==> config.mk <==
export PLATFORM = sky130hd
export DESIGN_NAME = gs_mem_arb
export DESIGN_NICKNAME = d
export VERILOG_FILES = /design/src/rtl/gs_mem_arb.sv
export SDC_FILE = /design/constraint.sdc
export NUM_CORES = 1
export LEC_CHECK = 0
export ABC_CLOCK_PERIOD_IN_PS = 2250
export BUFFER_PORTS_ARGS = -buffer_cell sky130_fd_sc_hd__buf_4
export CAP_MARGIN = 25
export CORE_MARGIN = 5
export CORE_UTILIZATION = 35
export CTS_CLUSTER_SIZE = 24
export DETAILED_ROUTE_END_ITERATION = 10
export PLACE_DENSITY = 0.59
export SLEW_MARGIN = 20
export SYNTH_ARGS = -nofsm -noshare
export SYNTH_HDL_FRONTEND = slang
export SYNTH_SLANG_ARGS = --single-unit
==> constraint.sdc <==
create_clock -name clk -period 2.25 [get_ports clk]
set_input_delay 0.1125 -clock clk [delete_from_list [all_inputs] [get_ports clk]]
set_output_delay 0.1125 -clock clk [all_outputs]
set_load 0.005 [all_outputs]
==> src/rtl/gs_mem_arb.sv <==
// Two-requester arbiter for the shared row-matrix RAM: burst-locked ownership,
// drain of in-flight reads before handover, and owner-tagged read returns.
module gs_mem_arb #(
  parameter int k          = 4,
  parameter int l          = 4,
  parameter int READ_DELAY = 2,
  localparam int A         = (k > 1) ? $clog2(k) : 1
) (
  input  logic         clk,
  input  logic         rst,
  input  logic         req0,
  input  logic         req1,
  input  logic [A-1:0] addr0,
  input  logic [A-1:0] addr1,
  input  logic         rw0,
  input  logic         rw1,
  input  logic [l-1:0] wdata0,
  input  logic [l-1:0] wdata1,
  output logic         gnt0,
  output logic         gnt1,
  output logic         rvalid0,
  output logic         rvalid1,
  output logic [l-1:0] rdata,
  output logic         mem_en,
  output logic [A-1:0] mem_addr,
  output logic         mem_rw,
  output logic [l-1:0] mem_din,
  input  logic [l-1:0] mem_dout,
  output logic         busy,
  output logic         viol
);

  typedef enum logic [1:0] {IDLE = 2'd0, OWN0 = 2'd1, OWN1 = 2'd2, DRAIN = 2'd3} state_t;

  state_t              state_q, state_d;
  logic                last_q, last_d;
  logic [READ_DELAY:1] p_q, p_d;
  logic                pend_d;
  logic                acc_rd;
  logic                gnt0_q, gnt1_q, rvalid0_q, rvalid1_q, busy_q;
  logic                viol_q, viol_d;
  logic [6:0]          cnt0_q, cnt0_d, cnt1_q, cnt1_d;
  logic                wait0, wait1, glitch0, glitch1;
  logic [A-1:0]        addr0_q, addr1_q;
  logic                rw0_q, rw1_q;

  // Memory mux follows the owner state directly
  always_comb begin
    mem_en   = 1'b0;
    mem_addr = '0;
    mem_rw   = 1'b0;
    mem_din  = '0;
    case (state_q)
      OWN0: begin
        mem_en   = req0;
        mem_addr = addr0;
        mem_rw   = rw0 & req0;
        mem_din  = wdata0;
      end
      OWN1: begin
        mem_en   = req1;
        mem_addr = addr1;
        mem_rw   = rw1 & req1;
        mem_din  = wdata1;
      end
      default: ;
    endcase
  end

  assign acc_rd = mem_en & ~mem_rw;

  // p[i] marks a read strobed i cycles ago
  assign p_d[1] = acc_rd;
  for (genvar g = 2; g <= READ_DELAY; g++) begin : g_shift
    assign p_d[g] = p_q[g-1];
  end

  if (READ_DELAY > 1) begin : g_pend
    assign pend_d = |p_d[READ_DELAY-1:1];
  end else begin : g_nopend
    assign pend_d = 1'b0;
  end

  always_comb begin
    state_d = state_q;
    last_d  = last_q;
    case (state_q)
      IDLE: begin
        if (req0 && req1) begin
          state_d = last_q ? OWN0 : OWN1;
          last_d  = ~last_q;
        end else if (req0) begin
          state_d = OWN0;
          last_d  = 1'b0;
        end else if (req1) begin
          state_d = OWN1;
          last_d  = 1'b1;
        end
      end
      OWN0:    if (!req0) state_d = pend_d ? DRAIN : IDLE;
      OWN1:    if (!req1) state_d = pend_d ? DRAIN : IDLE;
      DRAIN:   if (!pend_d) state_d = IDLE;
      default: state_d = IDLE;
    endcase
  end

  // Starvation counters saturate at 64: the 65th waiting cycle trips viol
  assign wait0   = req0 & ~gnt0_q;
  assign wait1   = req1 & ~gnt1_q;
  assign cnt0_d  = wait0 ? ((cnt0_q == 7'd64) ? cnt0_q : cnt0_q + 7'd1) : 7'd0;
  assign cnt1_d  = wait1 ? ((cnt1_q == 7'd64) ? cnt1_q : cnt1_q + 7'd1) : 7'd0;
  assign glitch0 = ~req0 & gnt0_q & ((rw0 != rw0_q) | (addr0 != addr0_q));
  assign glitch1 = ~req1 & gnt1_q & ((rw1 != rw1_q) | (addr1 != addr1_q));
  assign viol_d  = viol_q | (wait0 & (cnt0_q == 7'd64)) | (wait1 & (cnt1_q == 7'd64))
                 | glitch0 | glitch1;

  always_ff @(posedge clk) begin
    if (rst) begin
      state_q   <= IDLE;
      last_q    <= 1'b1;
      p_q       <= '0;
      gnt0_q    <= 1'b0;
      gnt1_q    <= 1'b0;
      rvalid0_q <= 1'b0;
      rvalid1_q <= 1'b0;
      busy_q    <= 1'b0;
      viol_q    <= 1'b0;
      cnt0_q    <= '0;
      cnt1_q    <= '0;
    end else begin
      state_q   <= state_d;
      last_q    <= last_d;
      p_q       <= p_d;
      gnt0_q    <= (state_d == OWN0);
      gnt1_q    <= (state_d == OWN1);
      rvalid0_q <= p_d[READ_DELAY] & ~last_d;
      rvalid1_q <= p_d[READ_DELAY] & last_d;
      busy_q    <= (state_d != IDLE);
      viol_q    <= viol_d;
      cnt0_q    <= cnt0_d;
      cnt1_q    <= cnt1_d;
    end
  end

  // Previous-cycle command fields, only consulted while a grant is held
  always_ff @(posedge clk) begin
    addr0_q <= addr0;
    addr1_q <= addr1;
    rw0_q   <= rw0;
    rw1_q   <= rw1;
  end

  assign gnt0    = gnt0_q;
  assign gnt1    = gnt1_q;
  assign rvalid0 = rvalid0_q;
  assign rvalid1 = rvalid1_q;
  assign busy    = busy_q;
  assign viol    = viol_q;
  assign rdata   = mem_dout;

endmodule
==> flow_summary.json <==
{
  "outcome": "complete, no violations",
  "clockBufferDepth": 2,
  "critical-path-max-stage-delay_ns": 0.52,
  "drt-initial-drc-count": 30,
  "post-route-util": 0.4629,
  "crit_path_start_kind": "flop",
  "place_congestion": 0.8521,
  "wl_per_cell_microns": 12.98,
  "firstDrtPassIters": 5,
  "crit_family": "simple AND/OR/NAND/NOR gates",
  "path_clk_slew_ns": 0.06,
  "vdd_drop_max_v": 0.0005810,
  "grt_util_all_layers": 0.1250,
  "fp.dieH_microns": 74.31,
  "synth_cell_type_count": 33,
  "cts_resized": 0,
  "cts_tree": "yes",
  "drc": 0,
  "drv_slew": 0,
  "postCtsSetupBuffers": 0,
  "finalHoldViolations": 0,
  "rows": 23,
  "rsz0062_at_grt": "no",
  "ant_nets": 0,
  "initial_core_util": 0.3619,
  "fp.dieArea_sq_mm": 0.005522,
  "placed_area_sq_mm": 0.001682,
  "area_growth_pct": 27.92,
  "syn_area_per_cell_sq_um": 9.221,
  "layout_common_cells": "buf_4 (31), dfxtp_1 (30), nor2_1 (16), inv_1 (12), xor2_1 (12)",
  "synth_fp_nets": 187,
  "drive_gt1_frac": 0.2280,
  "end_kind": "flop",
  "p_per_area_mw_per_mm2": 888.6,
  "final_area_sq_mm": 0.001852,
  "maxCapViolCount": 0,
  "crit_buf_inv": 1,
  "antenna_found_initial": 0,
  "worst_clock_skew_ns": 0.006777,
  "num_io_pins": 40,
  "final_common_cell": "buf_4",
  "cp.arrival_ns": 2.14,
  "crit_fanout": 10,
  "nets": 222,
  "vias_per_cell": 4.868,
  "diodes": 0,
  "max_slew_margin": 0.6015,
  "p_leak_nw": 0.8101,
  "finalSetupTns_ns": 0,
  "root_buffer": "clkbuf_8",
  "vias": 1183,
  "routed_wl_microns": 3153,
  "ys_ff_latch": 30,
  "cts_max_level": 2,
  "period_minus_slack_ns": 1.929,
  "ys_warn_count": 0,
  "core_sq_mm": 0.004000,
  "cts_sinks": 30,
  "fp.dieW_microns": 74.31,
  "grt_first_pass_wirelength_microns": 5230,
  "port_buffers": 31,
  "worstHoldPathType": "input port to flop",
  "clock_latency_ns": 0.28,
  "grt_max_degree": 11,
  "worstMarginPinSlew_ns": 0.5923,
  "postSynthCellCount": 157,
  "max_freq_ghz": 0.5183,
  "fill_cells": 378,
  "post-route-period-util": 0.8575,
  "syn_area_sq_mm": 0.001448,
  "setup_viol": 0,
  "path_cells": "inv_1 -> ha_1 -> nand2_1 -> nor4_1 -> o311ai_1 -> a21oi_1",
  "numCtsBuffers": 5,
  "worst_path_max_delay_cell": "nor4_1",
  "overflow": 0,
  "yosysSeqAreaShare": 0.4149,
  "crit_required_ns": 2.46,
  "crit_type": "flop to flop",
  "dpl.hpwl_microns": 2356,
  "first_global_vias": 1204
}
==> worst paths after layout <==
| check | start | slack [ns] | cells after the start | to |
|---|---|---|---|---|
| setup / recovery | state_q[1]$_SDFF_PP0_ | 0.32 | 6 | gnt0$_SDFF_PP0_ |
| hold / removal | rst | 0.01 | 2 | viol$_SDFF_PP0_ |
| setup reg to reg | state_q[1]$_SDFF_PP0_ | 0.32 | 6 | gnt0$_SDFF_PP0_ |
| hold reg to reg | p_q[1]$_SDFF_PP0_ | 0.47 | 1 | rvalid1$_SDFF_PP0_ |
==> metrics by stage <==
| step | std cells | total power, mW | hold WS [ns] | worst slack [ns] |
|---|---|---|---|---|
| 2_1_floorplan | 157 | 0.9674 | 0.1402 | 0.5634 |
| 3_3_place_gp | 229 | 1.125 | 0.2251 | 0.4817 |
| 3_5_place_dp | 229 | 1.140 | 0.2251 | 0.3902 |
| 4_1_cts | 243 | 1.657 | 0.01494 | 0.3737 |
| 5_1_grt | 243 | 1.746 | 0.01217 | 0.1537 |
| 6_report | 243 | 1.645 | 0.01451 | 0.3206 |
==> sequential cells by signal, indices dropped and copies added (netlist names) <==
name     flops
cnt0_q       7
cnt1_q       7
addr0_q      2
addr1_q      2
state_q      2
busy         1
gnt0         1
gnt1         1
last_q       1
p_q          1
rvalid0      1
rvalid1      1
rw0_q        1
rw1_q        1
viol         1
==> worst register-to-register path, delay by kind of cell, from the launching register on <==
family,cells,cell delay (ns)
buffers and inverters,1,0.10
AND/OR/NAND/NOR,2,0.62
flip-flops,1,0.34
adder cells (fa/ha/maj),1,0.39
AO/OA/AOI/OAI,2,0.40
==> layout make-up <==
class / count / area, sq um / area share
Multi-Input combinational cell: 106 / 740.7 / 0.4000
Sequential cell: 30 / 600.6 / 0.3243
Timing Repair Buffer: 37 / 292.8 / 0.1581
Clock buffer: 8 / 110.1 / 0.05946
Tap cell: 50 / 62.56 / 0.03378
Inverter: 12 / 45.04 / 0.02432
==> logic make-up after synthesis <==
| kind of cell | share of synthesized area |
|---|---|
| mux | 0.01383 |
| compound gates | 0.1150 |
| simple gates | 0.2048 |
| xor+xnor | 0.1089 |
| buf+inv | 0.07346 |
| fa+ha+maj | 0.06915 |
| flops | 0.4149 |
==> Yosys cell counts <==
cell type | count | area (sq um)
a21oi_1 | 3 | 15.01
o311ai_1 | 2 | 17.52
nor4_1 | 3 | 18.77
o211ai_1 | 1 | 7.510
ha_1 | 8 | 100.1
a22oi_1 | 6 | 45.04
a41o_1 | 1 | 10.01
clkbuf_1 | 2 | 7.510
a221o_1 | 1 | 10.01
and2_4 | 1 | 8.760
nor2_1 | 16 | 60.06
a32o_1 | 1 | 10.01
a31oi_1 | 1 | 6.260
nand3_1 | 6 | 30.03
and3_1 | 6 | 37.54
buf_2 | 1 | 5.000
or2_2 | 2 | 12.51
inv_1 | 12 | 45.04
xnor2_1 | 6 | 52.55
and2_1 | 4 | 25.02
nand2_1 | 7 | 26.28
dfxtp_1 | 30 | 600.6
xor2_1 | 12 | 105.1
mux2i_1 | 2 | 20.02
a221oi_1 | 1 | 8.760
nor2b_1 | 8 | 50.05
buf_4 | 5 | 37.54
nor3b_1 | 2 | 15.01
buf_6 | 1 | 11.26
o311ai_0 | 2 | 17.52
or3_1 | 2 | 12.51
a31o_2 | 1 | 8.760
a22o_2 | 1 | 10.01
==> layer usage <==
metal  share of wire  global-route usage
met4           0.022             0.06126
met2            0.47              0.2165
met5               0                   0
met3           0.076             0.04595
met1            0.43              0.1343
==> power breakdown <==
part | internal, mW | switching [mW]
Clock | 0.309 | 0.199
Sequential | 0.592 | 0.0441
Combinational | 0.258 | 0.244
==> repair_timing <==
item | CTS | global route
hold endpoints to repair | 6 | 0
endpoints found under the setup margin | 0 | 0
hold buffers | 6 | 0
(Power assumes the default switching activity.)
